`src/rtl/seq_gen.sv`:
```
// rtl/seq_gen.sv - serial pattern generator, MSB-first, with optional back-to-back looping
module seq_gen #(
  parameter int WIDTH = 32,
  parameter int LEN_W = 6
) (
  input  logic             clk,
  input  logic             rst,
  input  logic             start,
  input  logic [WIDTH-1:0] pattern,
  input  logic [LEN_W-1:0] len,
  input  logic             loop,
  input  logic             stop,
  output logic             dout,
  output logic             dout_valid,
  output logic             busy,
  output logic             done
);

  typedef enum logic {IDLE, SHIFT} state_t;

  localparam logic [LEN_W-1:0] WIDTH_L = LEN_W'(WIDTH);

  state_t             state_q, state_d;
  logic [WIDTH-1:0]   sr_q, sr_d;
  logic [WIDTH-1:0]   pat_q, pat_d;
  logic [LEN_W-1:0]   len_q, len_d;
  logic [LEN_W-1:0]   cnt_q, cnt_d;
  logic               loop_q, loop_d;
  logic               stop_q, stop_d;
  logic               dout_d, valid_d, busy_d, done_d;
  logic [LEN_W-1:0]   len_eff;
  logic [WIDTH-1:0]   aligned;

  // Oversized lengths clamp to the register width; pattern is left-aligned so the MSB shifts out first.
  assign len_eff = (len > WIDTH_L) ? WIDTH_L : len;
  assign aligned = pattern << (WIDTH_L - len_eff);

  always_comb begin
    state_d = state_q;
    sr_d    = sr_q;
    pat_d   = pat_q;
    len_d   = len_q;
    cnt_d   = cnt_q;
    loop_d  = loop_q;
    stop_d  = stop_q;
    dout_d  = 1'b0;
    valid_d = 1'b0;
    busy_d  = 1'b0;
    done_d  = 1'b0;
    case (state_q)
      IDLE: begin
        if (start && (len_eff != '0)) begin
          state_d = SHIFT;
          sr_d    = aligned;
          pat_d   = aligned;
          len_d   = len_eff;
          cnt_d   = len_eff;
          loop_d  = loop;
          stop_d  = 1'b0;
          busy_d  = 1'b1;
        end
      end
      SHIFT: begin
        dout_d  = sr_q[WIDTH-1];
        valid_d = 1'b1;
        busy_d  = 1'b1;
        sr_d    = sr_q << 1;
        cnt_d   = cnt_q - LEN_W'(1);
        stop_d  = stop_q | stop;
        if (cnt_q == LEN_W'(1)) begin
          done_d = 1'b1;
          // A stop seen on the last bit edge still ends the loop after this frame.
          if (loop_q && !(stop_q || stop)) begin
            sr_d  = pat_q;
            cnt_d = len_q;
          end else begin
            state_d = IDLE;
          end
        end
      end
      default: state_d = IDLE;
    endcase
  end

  always_ff @(posedge clk or posedge rst) begin
    if (rst) begin
      state_q    <= IDLE;
      sr_q       <= '0;
      pat_q      <= '0;
      len_q      <= '0;
      cnt_q      <= '0;
      loop_q     <= 1'b0;
      stop_q     <= 1'b0;
      dout       <= 1'b0;
      dout_valid <= 1'b0;
      busy       <= 1'b0;
      done       <= 1'b0;
    end else begin
      state_q    <= state_d;
      sr_q       <= sr_d;
      pat_q      <= pat_d;
      len_q      <= len_d;
      cnt_q      <= cnt_d;
      loop_q     <= loop_d;
      stop_q     <= stop_d;
      dout       <= dout_d;
      dout_valid <= valid_d;
      busy       <= busy_d;
      done       <= done_d;
    end
  end

endmodule

```
`config.mk`:
```
export PLATFORM = sky130hd
export DESIGN_NAME = seq_gen
export DESIGN_NICKNAME = d
export VERILOG_FILES = /design/src/rtl/seq_gen.sv
export SDC_FILE = /design/constraint.sdc
export NUM_CORES = 1
export LEC_CHECK = 0
export CAP_MARGIN = 5
export CORE_MARGIN = 4
export CORE_UTILIZATION = 30
export DETAILED_ROUTE_END_ITERATION = 10
export DONT_BUFFER_PORTS = 1
export PLACE_DENSITY = 0.44
export SETUP_SLACK_MARGIN = 0.05
export SLEW_MARGIN = 20
export SYNTH_ARGS = -nofsm -noshare
export SYNTH_HDL_FRONTEND = slang
export SYNTH_SLANG_ARGS = --single-unit
```
`constraint.sdc`:
```
create_clock -name clk -period 3.1 [get_ports clk]
set_clock_uncertainty 0.05 [all_clocks]
set_input_delay 0.62 -clock clk [delete_from_list [all_inputs] [get_ports clk]]
set_output_delay 0.62 -clock clk [all_outputs]
set_load 0.005 [all_outputs]
```
# Yosys cells after proc, flatten, opt, wreduce, memory -nomap -nowiden
# Cells that the tools add are included.
dict set report classes {
  addsub 2
  n_mul 0
  div 0
  order_cmp 1
  n_eq_ne 2
  n_shift 1
  mux 20
  n_bitwise 2
  reduce_logical 6
}
# operator n
set op_table {}
lappend op_table {{32-bit 2-to-1 mux} 3}
lappend op_table {{32-bit one-hot mux with 2 select lines} 1}
lappend op_table {{32-bit by 6-bit left shift with 32-bit output} 1}
lappend op_table {{6-bit 2-to-1 mux} 4}
lappend op_table {{6-bit one-hot mux with 2 select lines} 1}
lappend op_table {{1-bit 2-to-1 mux} 8}
lappend op_table {{6-bit by 1-bit == test with 1-bit output (second input constant)} 1}
lappend op_table {{6-bit greater-than comparator (second input constant)} 1}
lappend op_table {{1-bit one-hot mux with 2 select lines} 3}
lappend op_table {{6-bit nonzero test} 1}
lappend op_table {{6-bit by 1-bit subtractor with 6-bit output (second input constant)} 1}
lappend op_table {{6-bit subtractor (first input constant)} 1}
lappend op_table {{1-bit logical AND} 2}
lappend op_table {{2-bit inequality test (second input constant)} 1}
lappend op_table {{2-bit AND reduction} 1}
lappend op_table {{1-bit zero test} 1}
lappend op_table {{1-bit logical OR} 1}
lappend op_table {{1-bit inverter} 1}
lappend op_table {{1-bit bitwise OR} 1}
dict set report totals {
  regBits 83
  latchBits 0
  ram_bits 0
  rom_bits 0
  output_inout_bits 4
  n_memories 0
}

# Logic depth before layout (Yosys ltp)
# Gate-level depths: netlist of run 1.
dict set report depth {
  ltp_word 6
  depth_mapped 16
}

# Worst setup path before layout of run 1
# Ideal clock, no wire load.
dict set report synth_path {
  kind {input to register}
  from {input len[0]}
  to {register sr_q[28]}
  setup_ns 0.066
  arrival_ns 3.398
  t_required_ns 2.984
  path_slack_ns -0.414
  stages 15
  n_path_buf 6
  path_cell_list {buf_6 and2b_1 inv_4 buf_6 buf_4 buf_2 ha_1 buf_4 buf_6 or4b_2 nor3_1 a311oi_1 a311oi_2 a21oi_1 nand2_1}
}
dict set report synth_between {
  elab_chain_cells 6
}
# item line_no
set synth_rtl {}
lappend synth_rtl {{start, declared} 10} ;# input logic [LEN_W-1:0] len,
lappend synth_rtl {{6-bit greater-than comparator} 35} ;# assign len_eff = (len > WIDTH_L) ? WIDTH_L : len;
lappend synth_rtl {{6-bit 2-to-1 mux *} 35}
lappend synth_rtl {{6-bit subtractor} 36} ;# assign aligned = pattern << (WIDTH_L - len_eff);
lappend synth_rtl {{32-bit by 6-bit left shift with 32-bit output} 36}
lappend synth_rtl {{32-bit 2-to-1 mux} 52} ;# if (start && (len_eff != '0)) begin
lappend synth_rtl {{32-bit one-hot mux with 2 select lines} 50} ;# case (state_q)
lappend synth_rtl {{end signal, assigned} 100} ;# sr_q <= sr_d;
lappend synth_rtl {{end, declared} 24} ;# logic [WIDTH-1:0] sr_q, sr_d;
# Every way passes the cells marked *; elsewhere a longest branch is shown, timed or not. The select of a mux whose other input is x is not followed.
# A chain may end at the register's enable or synchronous reset.

# Worst setup path after layout of run 1
dict set report layout_path {
  from {input len[5]}
  to {register sr_q[11]}
}
# The elaborated chain is that of the path after synthesis.

==> results of run 1 <==
==> metal layers <==
metal	up-vias	track usage [%]
met3	29	3.77
met4	0	5.82
met2	108	26.1
met5	-	0
met1	2424	24.3
li1	2301	-
==> Yosys cell counts, drive strengths merged, types with 2 or more instances <==
master | count | area, µm²
a221oi | 2 | 17.5
nand2b | 11 | 71.3
dfrtp | 83 | 2080
o31ai | 3 | 36.3
nor2 | 24 | 92.6
mux2i | 35 | 350
a211oi | 7 | 52.6
or3b | 2 | 17.5
and2 | 3 | 18.8
nor3b | 3 | 22.5
a21oi | 21 | 105
nand4 | 3 | 18.8
nand3 | 40 | 213
a221o | 3 | 30.0
a311oi | 7 | 73.8
a32oi | 4 | 42.6
ha | 3 | 37.5
a31oi | 3 | 18.8
xor2 | 2 | 17.5
mux2 | 37 | 417
a21o | 3 | 22.5
a22oi | 33 | 248
o22ai | 2 | 12.5
or3 | 2 | 12.5
o21ai | 18 | 90.1
buf | 30 | 221
nand3b | 2 | 15.0
xnor2 | 4 | 35.0
nand2 | 155 | 582
clkbuf | 17 | 63.8
inv | 6 | 25.0
o31a | 2 | 17.5
mux4 | 24 | 548
or4b | 2 | 23.8
nor3 | 10 | 77.6
a41oi | 2 | 17.5
==> power groups by stage <==
| stage | logic, mW | clock network, mW | registers [mW] |
|---|---|---|---|
| floorplan | 1.15 | 0 | 1.69 |
| global placement | 1.45 | 0 | 1.76 |
| detailed placement | 1.48 | 0 | 1.78 |
| CTS | 1.49 | 1.06 | 1.76 |
| global route | 1.66 | 1.11 | 1.82 |
| finish | 1.46 | 1.03 | 1.76 |
==> cells by family (layout without fill, tap and decap cells) <==
| kind of cell | count (synthesis) | in the layout |
|---|---|---|
| flip-flops | 83 | 83 |
| adder cells (fa/ha/maj) | 3 | 3 |
| AND/OR/NAND/NOR | 263 | 263 |
| buffers and inverters | 54 | 70 |
| multiplexers | 96 | 96 |
| XOR/XNOR | 6 | 6 |
| AO/OA/AOI/OAI | 119 | 119 |
==> metrics by stage <==
stage | total power [mW] | instance area (µm²)
finish | 4.25 | 6680
global route | 4.59 | 6680
CTS | 4.31 | 6680
detailed placement | 3.26 | 6400
global placement | 3.22 | 6400
floorplan | 2.85 | 6000
==> final cells by class <==
class | count | area (µm²) | area share, %
Clock inverter | 7 | 52.6 | 0.787
Multi-Input combinational cell | 487 | 3560 | 53.4
Tap cell | 260 | 325 | 4.87
Clock buffer | 9 | 225 | 3.37
Inverter | 7 | 30.0 | 0.450
Sequential cell | 83 | 2080 | 31.1
Timing Repair Buffer | 47 | 403 | 6.03
==> worst max-delay path by stage <==
stage | from | to | slack, ps | cells past startpoint
global placement | len[5] | sr_q[11]$_DFFE_PP0P_ | -40 | 12
finish | len[5] | sr_q[11]$_DFFE_PP0P_ | 340 | 12
global route | len[5] | sr_q[29]$_DFFE_PP0P_ | 260 | 9
floorplan | len[0] | pat_q[28]$_DFFE_PP0P_ | -70 | 15
CTS | len[5] | sr_q[11]$_DFFE_PP0P_ | 350 | 12
detailed placement | len[5] | sr_q[11]$_DFFE_PP0P_ | -20 | 12
==> worst max-delay path, stage by stage <==
cell      delay, ps
and2b_1         240
inv_4            50
ha_4            510
mux2i_1         230
buf_4           180
o22ai_1          80
a211oi_1        330
buf_4           200
nor2_1           40
o21ai_0         250
buf_4           170
nand2_1          40
==> registers in the layout, summed over array words and instances (netlist names) <==
name and flops:
dout_valid 1, busy 1, state_q 1, pat_q 32, stop_q 1, len_q 6
done 1, cnt_q 6, sr_q 32, dout 1, loop_q 1
==> metrics, run 1 <==
status=finished, final reports clean; Synth Area in Compound Gates=14.6%; mux cell area share after synthesis=22.4%; setup ws final=336 ps; wire length on met2=8390 µm; period utilization=89.2%; Top Metal Used=met4; Yosys reg bits=83; DR vias=4862; RSZ-0062 raised after global routing=false; Psw=1.50 mW; Post-synth top flop=dfrtp_1; total negative slack=0 ps; Post-Synthesis Net Count=670; register area share after synthesis=35.3%; clock latency on the worst-skew pair=350 ps; final WL=18600 µm; Iteration-0 DRC Markers=352; Max Slew Vio Count=0; Adder-Cell Fraction of Synth Area=0.638%; Max VDD drop=0.254 mV; TritonCTS clock tree=yes; Longest Clk Path Bufs=2; reg2reg end=sr_q[7]$_DFFE_PP0P_; Slew HR=55.5%; cts bufs inserted=9; filler instances=1970; Least-Margin Pin Slew=667 ps; synthesis-to-finish area growth=13.5%; largest net degree at the start of global routing=51; XOR/XNOR Fraction of Synth Area=0.893%; asr flop ratio synth=100%; worst r2r src=cnt_q[1]$_DFFE_PP0P_; power share of the clock group=24.2%; Syn. warnings=0; Setup violations, final=0; hold slack final=162 ps; share of cells above drive strength 1=23.4%; std cell rows=50; Unique masters post-synth=67; final hold violations=0; vias in the first global route=5008; # clock sinks=83; antenna fix cells=0; first-pass iteration count of the detailed router=5; ANT nets after route=0; Peak Freq=362 MHz; Starting Density=30.9%; Die Wd=148 µm; Layout Cells excl Fill=900; clock-pin slew of the registers on the worst-case setup and hold paths=70 ps; DR WL/cell=20.7 µm; Power per Cell Area=637 mW/mm²; HPWL reported at the end of detailed placement=13700 µm; GRT Overall Usage=17.2%; worst-path fanout max=20; worst path required time=3290 ps; Metal-1 WL=8920 µm; Vias/cell=5.40; DRC violations left=0; GP Congestion=0.854; Cell Area, Synth=0.00588 mm²; CTS H-tree depth=3; Worst Setup End Kind=flop; Worst R2R Setup Slack=670 ps; Core Box Area=0.0190 mm²; P_int=2.75 mW; Flop pwr share=41.3%; Hold Path Class=input port to async pin; combinational power share=34.5%; Lkg Pwr=2.99 nW; Final Util=35.1%; Post-layout nets=681; cts repair resizes=0; met3 wire length=809 µm; Post-CTS Setup Inserts=0; Post-synth EDFFs=0; die area=0.0219 mm²; I/O Buffers=0; largest family of logic cells by synthesized area=multiplexers; syn_area_per_cell=9.43 µm²; first-pass GRT wire length=29600 µm; Startpoint Class=input port; CP Data Arrival Time=2950 ps; Final min period=2760 ps; Die Span Y=148 µm; maxcap violations=0; initial antenna violation count=0; worst slack, placed=-17.7 ps; Sw Ratio=35.3%; Setup CP Type=input port to flop; Inst Count DP=884; post-synthesis cell count=624; most frequent cells in the layout=nand2_1, dfrtp_1, buf_4, nand3_1, mux2_2; Synth Area in Simple Gates=20.8%; Root Driver=clkbuf_16; commonest non-fill, non-tap cell in the layout=nand2_1; cts hold-fix bufs=0; Overflow after GRT=0; reg2reg path depth=7; IO Pins=47
Power figures use the tool's default switching activity.
==> run 2, diff against run 1 <==
--- a/config.mk
+++ b/config.mk
@@ -10,6 +10,7 @@
 export CORE_UTILIZATION = 30
 export DETAILED_ROUTE_END_ITERATION = 10
 export DONT_BUFFER_PORTS = 1
+export HOLD_SLACK_MARGIN = 0.05
 export PLACE_DENSITY = 0.44
 export SETUP_SLACK_MARGIN = 0.05
 export SLEW_MARGIN = 20
==> results of run 2 <==
Same layout as run 1: the final DEF is identical, and so are final timing and power.
==> run 3, diff against run 2 <==
--- a/config.mk
+++ b/config.mk
@@ -12,7 +12,7 @@
 export DONT_BUFFER_PORTS = 1
 export HOLD_SLACK_MARGIN = 0.05
 export PLACE_DENSITY = 0.44
-export SETUP_SLACK_MARGIN = 0.05
+export SETUP_SLACK_MARGIN = 0.1
 export SLEW_MARGIN = 20
 export SYNTH_ARGS = -nofsm -noshare
 export SYNTH_HDL_FRONTEND = slang
==> run 3 against run 2 <==
  * Non-clock buffer count fell by 1
  * Combinational power barely moved
  * Maximum frequency rose by 0.29%
  * Worst hold slack got worse by 18 ps
  * Die area did not move
  * Largest cell class unchanged
  * Critical endpoint is now sr_q[24]$_DFFE_PP0P_
  * Clock power barely moved
  * Critical path type unchanged
  * Register-to-register slack got worse by 20 ps
  * Final cell count fell by 0.22%
  * Sequential power barely moved
  * Utilization barely moved
  * Global-route usage barely moved
==> metrics, run 3 (synthesized netlist as in run 1, its figures left out) <==
status=finished, final reports clean (unchanged); cts hold-fix bufs=0 (unchanged); Setup crit start=len[5] (unchanged); clock-pin slew of the registers on the worst-case setup and hold paths=60 ps (was 70 ps); RSZ-0062 raised after global routing=false (unchanged); setup ws final=344 ps (was 336 ps); first-pass GRT wire length=29700 µm (was 29600 µm); Max VDD drop=0.271 mV (was 0.254 mV); HPWL reported at the end of detailed placement=13600 µm (was 13700 µm); worst r2r src=cnt_q[1]$_DFFE_PP0P_ (unchanged); Longest Clk Path Bufs=2 (unchanged); Setup violations, final=0 (unchanged); std cell rows=50 (unchanged); Post-layout nets=680 (was 681); Max Slew Vio Count=0 (unchanged); cts bufs inserted=9 (unchanged); Setup CP Type=input port to flop (unchanged); Slew HR=53.1% (was 55.5%); Final min period=2760 ps (about the same); share of cells above drive strength 1=23.4% (about the same); # clock sinks=83 (unchanged); vias in the first global route=5019 (was 5008); Peak Freq=363 MHz (was 362 MHz); Least-Margin Pin Slew=683 ps (was 667 ps); Startpoint Class=input port (unchanged); Die Wd=148 µm (unchanged); IO Pins=47 (unchanged); ANT nets after route=0 (unchanged); most frequent cells in the layout=nand2_1, dfrtp_1, buf_4, nand3_1, mux2_2 (unchanged); I/O Buffers=0 (unchanged); clock latency on the worst-skew pair=340 ps (was 350 ps); largest net degree at the start of global routing=55 (was 51); TritonCTS clock tree=yes (unchanged); Root Driver=clkbuf_16 (unchanged); Post-CTS Setup Inserts=0 (unchanged); Power per Cell Area=639 mW/mm² (was 637 mW/mm²); storage element area=0.00208 mm² (unchanged); Die Span Y=148 µm (unchanged); synthesis-to-finish area growth=13.6% (was 13.5%); Overflow after GRT=0 (unchanged); antenna fix cells=0 (unchanged); maxcap violations=0 (unchanged); Hold Path Class=input port to async pin (unchanged); period utilization=88.9% (was 89.2%); total negative slack=0 ps (unchanged); DRC violations left=0 (unchanged); DR WL/cell=20.7 µm (about the same); Lkg Pwr=3.01 nW (was 2.99 nW); CTS H-tree depth=3 (unchanged); GRT Overall Usage=17.2% (about the same); GP Congestion=0.893 (was 0.854); filler instances=1981 (was 1970); CP Data Arrival Time=2980 ps (was 2950 ps); Starting Density=30.9% (unchanged); final hold violations=0 (unchanged); multi-input logic area=0.00357 mm² (was 0.00356 mm²); first-pass iteration count of the detailed router=5 (unchanged); worst slack, placed=58.0 ps (was -17.7 ps); worst path required time=3330 ps (was 3290 ps); Vias/cell=5.48 (was 5.40); Iteration-0 DRC Markers=411 (was 352); worst-path fanout max=16 (was 20); DR vias=4923 (was 4862); Worst Setup End Kind=flop (unchanged); top flop regs=pat_q: 32 flops, sr_q: 32 flops (unchanged); Core Box Area=0.0190 mm² (unchanged); die area=0.0219 mm² (unchanged); cts repair resizes=0 (unchanged); initial antenna violation count=0 (unchanged); commonest non-fill, non-tap cell in the layout=nand2_1 (unchanged); final WL=18600 µm (about the same)
[run 3: worst paths after layout]
check / endpoint / cells past startpoint / slack (ps)
worst max-delay path: sr_q[24]$_DFFE_PP0P_ / 10 / 340
worst min-delay path: sr_q[19]$_DFFE_PP0P_ / 1 / 140
worst max register to register: sr_q[7]$_DFFE_PP0P_ / 7 / 650
worst min register to register: pat_q[9]$_DFFE_PP0P_ / 2 / 420
max in group asynchronous: len_q[2]$_DFFE_PP0P_ / 2 / 2170
min in group clk: loop_q$_DFFE_PP0P_ / 2 / 340
[run 3: layer usage]
metal  vias to the layer above  global-route usage, %  part of all wire [%]
li1                       2301                      -                     -
met1                      2465                   24.0                    46
met2                       131                   27.5                    47
met3                        26                   2.88                   4.5
met4                         0                   5.27                   2.1
met5                         -                      0                     0
[run 3: through the flow]
step                      util (%)  hold slack [ps]  cell area [µm²]  std cells  total power, mW
after floorplan                  -              372             6000        624             2.85
after global placement        33.6              400             6390        883             3.22
after detailed placement      33.6              408             6390        883             3.26
after CTS                     35.1              154             6680        898             4.32
after global routing          35.1              185             6680        898             4.59
final                         35.1              144             6680        898             4.27
[run 3: layout make-up]
type	count	area share, %
inverters	7	0.449
flip-flops and latches	83	31.1
clock inverters	4	0.524
multi-input cells	487	53.4
clock buffers	11	3.78
repair buffers	46	5.92
well taps	260	4.87
[run 3: power breakdown]
| part | switching [mW] | total, mW | internal [mW] |
|---|---|---|---|
| registers | 0.258 | 1.77 | 1.51 |
| clock network | 0.452 | 1.04 | 0.589 |
| logic | 0.771 | 1.46 | 0.692 |
[run 3: critical path, stage by stage]
cell and delay (ps):
and2b_1 230, inv_4 50, ha_4 430, buf_12 180, mux2i_1 130, buf_4 180, mux4_1 480, a211oi_1 460
a21oi_1 110, nand2_1 90
